`src/rtl/iotdf_pkg.sv`:
```
// Shared constants and FSM encoding for the IOT data-filter result serialiser.
package iotdf_pkg;

    localparam int unsigned FN_W          = 3;
    localparam int unsigned FRAME_BYTES   = 17;
    localparam logic [4:0]  FRAME_HDR_TAG = 5'b10100;

    typedef enum logic [2:0] {
        FN_NONE = 3'd0,
        FN_MAX  = 3'd1,
        FN_MIN  = 3'd2,
        FN_AVG  = 3'd3,
        FN_EXT  = 3'd4,
        FN_EXC  = 3'd5,
        FN_PMAX = 3'd6,
        FN_PMIN = 3'd7
    } fn_e;

    typedef enum logic [1:0] {
        S_IDLE = 2'd0,
        S_HDR  = 2'd1,
        S_DATA = 2'd2
    } ser_state_e;

endpackage

```
`src/rtl/iotdf_res_fifo.sv`:
```
// Synchronous result FIFO with separate pointers and level; exposes the current
// head and the head as it will look after this cycle's push/pop.
module iotdf_res_fifo #(
    parameter int unsigned DEPTH = 4,
    parameter int unsigned W     = 131
) (
    input  logic                   clk,
    input  logic                   rst_n,
    input  logic                   push,
    input  logic                   pop,
    input  logic [W-1:0]           wdata,
    output logic                   full_c,
    output logic                   empty_c,
    output logic [$clog2(DEPTH):0] level,
    output logic [W-1:0]           head_c,
    output logic [W-1:0]           head_nxt_c
);

    localparam int unsigned PTR_W = $clog2(DEPTH);
    localparam int unsigned LVL_W = PTR_W + 1;

    logic [W-1:0]     mem [DEPTH];
    logic [PTR_W-1:0] wr_ptr;
    logic [PTR_W-1:0] rd_ptr;
    logic             do_push;
    logic             do_pop;

    assign full_c  = (level == LVL_W'(DEPTH));
    assign empty_c = (level == '0);
    assign do_pop  = pop && !empty_c;
    assign do_push = push && (!full_c || do_pop);
    assign head_c  = mem[rd_ptr];

    // A push into an entry that is simultaneously emptied becomes the new head.
    always_comb begin
        head_nxt_c = mem[rd_ptr];
        if (do_pop) begin
            head_nxt_c = (level == LVL_W'(1)) ? wdata : mem[PTR_W'(rd_ptr + 1'b1)];
        end else if (empty_c) begin
            head_nxt_c = wdata;
        end
    end

    always_ff @(posedge clk or negedge rst_n) begin
        if (!rst_n) begin
            wr_ptr <= '0;
            rd_ptr <= '0;
            level  <= '0;
        end else begin
            if (do_push) wr_ptr <= PTR_W'(wr_ptr + 1'b1);
            if (do_pop)  rd_ptr <= PTR_W'(rd_ptr + 1'b1);
            case ({do_push, do_pop})
                2'b10:   level <= level + 1'b1;
                2'b01:   level <= level - 1'b1;
                default: level <= level;
            endcase
        end
    end

    always_ff @(posedge clk) begin
        if (do_push) mem[wr_ptr] <= wdata;
    end

endmodule

```
`src/rtl/iotdf_res_ser.sv`:
```
// Buffers 128-bit filter results and serialises each as a 17-byte ready/valid
// frame (header {tag, fn} followed by payload MSB byte first).
module iotdf_res_ser
    import iotdf_pkg::*;
#(
    parameter int unsigned DEPTH   = 4,
    parameter int unsigned DW      = (FRAME_BYTES - 1) * 8,
    parameter logic [4:0]  HDR_TAG = FRAME_HDR_TAG
) (
    input  logic                   clk,
    input  logic                   rst_n,
    input  logic                   res_valid,
    input  logic [DW-1:0]          res_data,
    input  logic [FN_W-1:0]        res_fn,
    output logic                   out_valid,
    output logic [7:0]             out_byte,
    output logic                   out_sop,
    output logic                   out_eop,
    input  logic                   out_ready,
    output logic                   ovf,
    output logic [7:0]             drop_cnt,
    output logic [$clog2(DEPTH):0] fifo_lvl
);

    localparam int unsigned ENT_W  = FN_W + DW;
    localparam int unsigned NBYTES = DW / 8;
    localparam int unsigned IDX_W  = $clog2(NBYTES);
    localparam int unsigned POS_W  = $clog2(NBYTES + 1);
    localparam int unsigned LVL_W  = $clog2(DEPTH) + 1;
    localparam logic [IDX_W-1:0] LAST_IDX = IDX_W'(NBYTES - 1);

    ser_state_e       state;
    logic [IDX_W-1:0] byte_idx;
    logic [ENT_W-1:0] head_c;
    logic [ENT_W-1:0] head_nxt_c;
    logic             full_c;
    logic             empty_c;
    logic             pop_now_c;
    logic             push_c;
    logic             drop_c;
    logic             more_c;

    // Frame position 0 is the header; positions 1..NBYTES walk the payload MSB first.
    function automatic logic [7:0] frame_byte(input logic [ENT_W-1:0] e, input logic [POS_W-1:0] pos);
        if (pos == '0) return {HDR_TAG, e[ENT_W-1 -: FN_W]};
        return 8'(e[DW-1:0] >> (8 * (NBYTES - int'(pos))));
    endfunction

    assign pop_now_c = (state == S_DATA) && (byte_idx == LAST_IDX) && out_valid && out_ready;
    assign push_c    = res_valid && (!full_c || pop_now_c);
    assign drop_c    = res_valid && full_c && !pop_now_c;
    assign more_c    = (fifo_lvl > LVL_W'(1)) || res_valid;

    iotdf_res_fifo #(
        .DEPTH (DEPTH),
        .W     (ENT_W)
    ) u_fifo (
        .clk        (clk),
        .rst_n      (rst_n),
        .push       (push_c),
        .pop        (pop_now_c),
        .wdata      ({res_fn, res_data}),
        .full_c     (full_c),
        .empty_c    (empty_c),
        .level      (fifo_lvl),
        .head_c     (head_c),
        .head_nxt_c (head_nxt_c)
    );

    // Frame FSM; output registers are loaded with the byte for the next cycle.
    always_ff @(posedge clk or negedge rst_n) begin
        if (!rst_n) begin
            state     <= S_IDLE;
            byte_idx  <= '0;
            out_valid <= 1'b0;
            out_byte  <= '0;
            out_sop   <= 1'b0;
            out_eop   <= 1'b0;
        end else begin
            case (state)
                S_IDLE: begin
                    if (!empty_c) begin
                        state     <= S_HDR;
                        out_valid <= 1'b1;
                        out_sop   <= 1'b1;
                        out_byte  <= frame_byte(head_c, POS_W'(0));
                    end
                end
                S_HDR: begin
                    if (out_ready) begin
                        state    <= S_DATA;
                        byte_idx <= '0;
                        out_sop  <= 1'b0;
                        out_eop  <= 1'b0;
                        out_byte <= frame_byte(head_c, POS_W'(1));
                    end
                end
                S_DATA: begin
                    if (out_ready) begin
                        if (byte_idx == LAST_IDX) begin
                            out_eop <= 1'b0;
                            if (more_c) begin
                                state    <= S_HDR;
                                out_sop  <= 1'b1;
                                out_byte <= frame_byte(head_nxt_c, POS_W'(0));
                            end else begin
                                state     <= S_IDLE;
                                out_valid <= 1'b0;
                                out_byte  <= '0;
                            end
                        end else begin
                            byte_idx <= byte_idx + 1'b1;
                            out_eop  <= (byte_idx + 1'b1 == LAST_IDX);
                            out_byte <= frame_byte(head_c, POS_W'(byte_idx) + POS_W'(2));
                        end
                    end
                end
                default: state <= S_IDLE;
            endcase
        end
    end

    // Sticky overflow flag and saturating drop counter.
    always_ff @(posedge clk or negedge rst_n) begin
        if (!rst_n) begin
            ovf      <= 1'b0;
            drop_cnt <= '0;
        end else if (drop_c) begin
            ovf <= 1'b1;
            if (drop_cnt != 8'hFF) drop_cnt <= drop_cnt + 8'd1;
        end
    end

endmodule

```
`config.mk`:
```
export PLATFORM = sky130hd
export DESIGN_NAME = iotdf_res_ser
export DESIGN_NICKNAME = d
export VERILOG_FILES = /design/src/rtl/iotdf_pkg.sv /design/src/rtl/iotdf_res_fifo.sv /design/src/rtl/iotdf_res_ser.sv
export SDC_FILE = /design/constraint.sdc
export NUM_CORES = 1
export LEC_CHECK = 0
export ABC_AREA = 1
export CORE_ASPECT_RATIO = 1.75
export CORE_MARGIN = 2
export CORE_UTILIZATION = 45
export DETAILED_ROUTE_END_ITERATION = 10
export PLACE_DENSITY_LB_ADDON = 0.08
export SLEW_MARGIN = 25
export SYNTH_ARGS = -nofsm -noshare
export SYNTH_HDL_FRONTEND = slang
export SYNTH_SLANG_ARGS = --single-unit
```
`constraint.sdc`:
```
create_clock -name clk -period 13.2 [get_ports clk]
set_clock_uncertainty 0.1 [all_clocks]
set_input_delay 3.96 -clock clk [delete_from_list [all_inputs] [get_ports clk]]
set_output_delay 3.96 -clock clk [all_outputs]
set_load 0.05 [all_outputs]
```
# Yosys cells after proc, flatten, opt, wreduce, memory -nomap -nowiden
# Memories as Yosys holds them, arrays and structs flattened.
# Index checks and enable logic that the tools add are counted.
# totals
ff_bits	33
mem_bits_rw	524
in_bits	135
out_inout_bits	23
n_memories	1
# memory_table
memory	words	width	read_ports	rd_ports_with_merged_regs	wr	line_no	text
u_fifo.mem	4	131	2	0	1	iotdf_res_fifo.sv:22	logic [W-1:0] mem [DEPTH];
# classes
addsub	8
magnitude_cmp	1
eq_ne	16
shift	1
mux	45
n_reduce_logical	28
# op_table
op	n
$mux W131	3
$shr A128 B32 Y8	1
$mux W8	9
$pmux W8 S3	1
$mux W1	19
$mux W4	3
$ne A2 B2 Y1 const B	6
$reduce_and A4 Y1	3
$add A8 B1 Y8 const B	1
$eq A4 B4 Y1 const B	2
$logic_and A1 B1 Y1	8
$mux W2	4
$ne A8 B8 Y1 const B	1
$pmux W4 S2	1
$pmux W2 S3	1
$pmux W3 S2	1
$reduce_and A6 Y1	1
$reduce_bool A2 Y1	3
$sub A5 B5 Y6 const A	1
$add A4 B2 Y5 const B	1
$logic_not A5 Y1	1
$reduce_and A5 Y1	1
$add A2 B1 Y2 const B	2
$add A4 B1 Y4 const B	1
17 further kinds	24

# Depth between registers and ports, before layout
# logic_depth
word_depth	11
depth_mapped	18
depth_no_buf	15

# Modules after synthesis
# From an unflattened synthesis, not the netlist that was laid out.
# hier_totals
hier_cells	4109
hier_area_um2	32468.6
# modules_own_cells
module	n_inst	cells_per_inst	area_each_um2	seq_area_each_um2
iotdf_res_fifo	1	3591	29390.7	15910.3
iotdf_res_ser	1	518	3078.0	650.6

# Worst setup path after synthesis
# OpenSTA, ideal clock, no wires.
# synth_timing
path_kind	input to register
from	input port out_ready
to	memory u_fifo.mem[0][0] (enable)
setup_ps	623
arrival_time_ps	9771
required_ps	12477
slack_ps	2705
stages	4
cell_sequence	nand3_2 > nand3_1 > nand2_1 > nor2_1
# synth_between
elab_chain_len	6
# synth_lines
element	line_no	text
start, declared	iotdf_res_ser.sv:19	input logic out_ready,
$logic_and A1 B1 Y1 *	iotdf_res_ser.sv:49	assign pop_now_c = (state == S_DATA) && (byte_idx == LAST_IDX) && out_valid && out_ready;
$logic_or A1 B1 Y1 / $logic_and A1 B1 Y1 (equally long branches)	iotdf_res_ser.sv:50, iotdf_res_fifo.sv:30	
$logic_and A1 B1 Y1 / $logic_or A1 B1 Y1 (equally long branches)	iotdf_res_ser.sv:50, iotdf_res_fifo.sv:31	
$logic_and A1 B1 Y1 *	iotdf_res_fifo.sv:31	assign do_push = push && (!full_c || do_pop);
$mux W1 *	iotdf_res_fifo.sv:61	if (do_push) mem[wr_ptr] <= wdata;
$mux W1 (implied by the code) *	iotdf_res_fifo.sv:61	
end, declared	iotdf_res_fifo.sv:22	
# Mark *: on every way between the ends. The rest lies on a longest branch, timed or not.

# Worst setup path after layout
# layout_timing
from	input port out_ready
to	memory u_fifo.mem[2][20] (enable)
# Same word-level chain as after synthesis.

==> results.cfg <==
[routing]
wl_met3_um = 3090
wl_met1_um = 23700
first_pass_iters = 5
drc = 0
drt_iter0_markers = 1225
dr_wl_met2_um = 30500
dr.max_layer_used = met4
antenna_left = 0
drt_wl_total_um = 59700
vias = 15385
via_per_inst = 5.35
wire_per_inst_um = 20.7

[placed_design]
place.gp.congestion = 0.835
portBuffers = 157
place_area_sq_um = 25600
place_hpwl_um = 34100

[final_layout]
antenna_cells = 0
nets = 2314
syn_to_final_growth_pct = 15.1
stdcell_area_sq_um = 27200
drive_above_1_share = 0.0573

[power]
leakage_uw = 0.0101
pwr-share-clk = 0.260
switching_share = 0.346
p_int_uw = 3580
p_comb_frac = 0.293
peakVddDrop_mv = 0.121
power_frac_seq = 0.447
p_sw_uw = 1890
power.density_nw_per_um2 = 201

[floorplan]
dieArea_sq_um = 54400
coreArea_sq_um = 52100
fp-row-count = 111
boundaryPins = 158
start_util = 0.454
die_x_um = 177
die_y_um = 307

[synth]
yosysSeqAreaShare = 0.701
synth.area.mux_share = 0
syn_inst = 2040
avgSynthCellArea_sq_um = 11.6
synth_top_family_by_area = simple AND/OR/NAND/NOR gates
synth_compound_area_frac = 0.0581
synth_xor_area_frac = 0.00588
yosysUniqueCellTypes = 40
ys_ff_latch = 557
synth.net_count = 2194
syn-cell-area_sq_um = 23600
synthAdderAreaFrac = 0.0101
synth-simple-area-share = 0.166
yosysWarnings = 0

[timing]
hold_viol = 0
finalSetupTns_ns = 0
max_freq_mhz = 154
setup_viol = 0
fin_crit_sh = 0.492
slew_headroom = 0.307
period_needed_ns = 6.50
worst_pin_slew_ns = 1.04
rsz0062_at_grt = no
drv_slew = 0

[clocking]
post_cts_resized = 0
clkTransAtPathRegs_ns = 0.06
clk_latency_ns = 0.58
cts_sinks = 557
clk_path_buf_depth = 3
cts_buffers = 50
cts-root-buf = clkbuf_16
cts-htree-levels = 2
cts_tree = done
post_cts_buffers = 0
cts_hold_buf = 0

[worst_setup_path]
arrival_ns = 6.61
worstPathCellList = clkdlybuf4s50_1, nand3_2, nand3_1, nand2_1, nor2_4, buf_12
critical-path-max-stage-delay_ns = 0.90
cp_max_fo = 102
path_class = in2reg
startpoint_type = input port
cp-end-kind = flip-flop
slowest_stage = nor2_4
crit_required_ns = 13.31

[grt]
first_global_vias = 15458
track_usage = 0.219
gr-total-overflow = 0
grt_pass1_wl_um = 89700
grt_max_degree = 132
antenna_found_initial = 0

[run]
maxCapViolations = 0

[min_path]
hp-class = reg2reg

[status]
status = completed
==> per-stage QoR <==
stage,instances,hold slack (ns),utilization,total power [uW],setup WS (ns)
3_5_place_dp,2786,0.370,0.492,4110,6.05
5_1_grt,2877,0.400,0.522,5760,6.53
6_report,2877,0.387,0.522,5470,6.70
2_1_floorplan,2040,0.457,-,3500,2.71
4_1_cts,2877,0.385,0.522,5540,6.67
3_3_place_gp,2786,0.362,0.492,4090,6.08
==> registers in the layout, summed over array words and instances (netlist names) <==
register       cells
byte_idx           4
drop_cnt           8
out_byte           8
out_eop            1
out_sop            1
out_valid          1
ovf                1
state              2
u_fifo.level       3
u_fifo.mem       524
u_fifo.rd_ptr      2
u_fifo.wr_ptr      2
==> critical path: cells and delay by family <==
kind | cells | cell delay, ns
simple gates | 4 | 1.41
buf+inv | 2 | 1.13
==> final timing paths <==
| path | from | end | slack (ns) | cells after the start |
|---|---|---|---|---|
| min in group asynchronous | rst_n | u_fifo.level[1] | 3.70 | 2 |
| max in group asynchronous | rst_n | u_fifo.rd_ptr[1] | 8.95 | 2 |
| worst min-delay path | ovf | ovf | 0.39 | 2 |
| worst max register to register | byte_idx[0] | u_fifo.mem[2][20] | 8.81 | 9 |
| worst max-delay path | out_ready | u_fifo.mem[2][20] | 6.70 | 6 |
| worst min register to register | ovf | ovf | 0.39 | 2 |
==> area by class of cell <==
cell class	count	area, sq um
fillers	4563	24900
inverters	192	731
clock inverters	29	226
multi-input cells	1184	5700
flip-flops and latches	557	16600
repair buffers	175	1760
well taps	678	848
clock buffers	62	1360
==> layout by cell type, fill, tap and decap left out, drive strengths merged, types with 26 or more instances in the layout <==
| cell type | synthesis | routed |
|---|---|---|
| or2 | 29 | 29 |
| nor2 | 223 | 223 |
| dfrtp | 33 | 33 |
| clkbuf | 23 | 62 |
| clkinv | 1 | 26 |
| nand3 | 289 | 289 |
| o211ai | 64 | 64 |
| nand2 | 369 | 369 |
| edfxtp | 524 | 524 |
| clkdlybuf4s50 | 0 | 157 |
| inv | 191 | 191 |
| o21ai | 117 | 117 |
==> kinds of logic after synthesis <==
group | after synthesis
AND/OR/NAND/NOR | 918
flip-flops | 557
buffers and inverters | 299
AO/OA/AOI/OAI | 232
adder cells (fa/ha/maj) | 19
XOR/XNOR | 15
==> cell usage after synthesis <==
master,count,area share
nand2_1,366,0.058
inv_2,1,0.00016
nor2_2,1,0.00026
o21ai_0,85,0.018
buf_8,2,0.0013
xnor2_1,6,0.0022
nand2_2,2,0.00053
nor2_1,222,0.035
buf_2,39,0.0083
a31oi_1,5,0.0013
xnor2_2,1,0.00069
clkbuf_1,21,0.0033
o32ai_1,1,0.00037
nand4_1,3,0.00079
nand2_4,1,0.00048
o2111ai_1,4,0.0015
inv_1,188,0.030
buf_4,16,0.0051
nand3_2,1,0.00042
nand3_1,288,0.061
a21oi_1,22,0.0047
ha_1,19,0.010
buf_6,18,0.0086
edfxtp_1,524,0.67
buf_1,9,0.0014
a22oi_1,1,0.00032
inv_6,2,0.00074
clkinv_1,1,0.00016
xor2_1,8,0.0030
o22ai_1,17,0.0045
o31ai_1,1,0.00032
o21ai_1,32,0.0068
or2_2,23,0.0061
o211ai_1,64,0.020
clkbuf_2,2,0.00042
nor3_1,4,0.00085
nor3_2,1,0.00042
dfrtp_1,33,0.035
or2_1,5,0.0013
or2_0,1,0.00026
==> power by group through the flow <==
stage	Sequential (uW)	Combinational (uW)	Clock, uW
floorplan	2590	911	0
global placement	2470	1620	0
detailed placement	2480	1630	0
CTS	2450	1640	1460
global route	2470	1770	1520
finish	2440	1610	1420
==> layer usage <==
metal,vias up,track usage
met4,0,0.0903
met3,132,0.0281
li1,7285,-
met1,7483,0.269
met5,-,0
met2,485,0.388
Power figures use the tool's default switching activity.
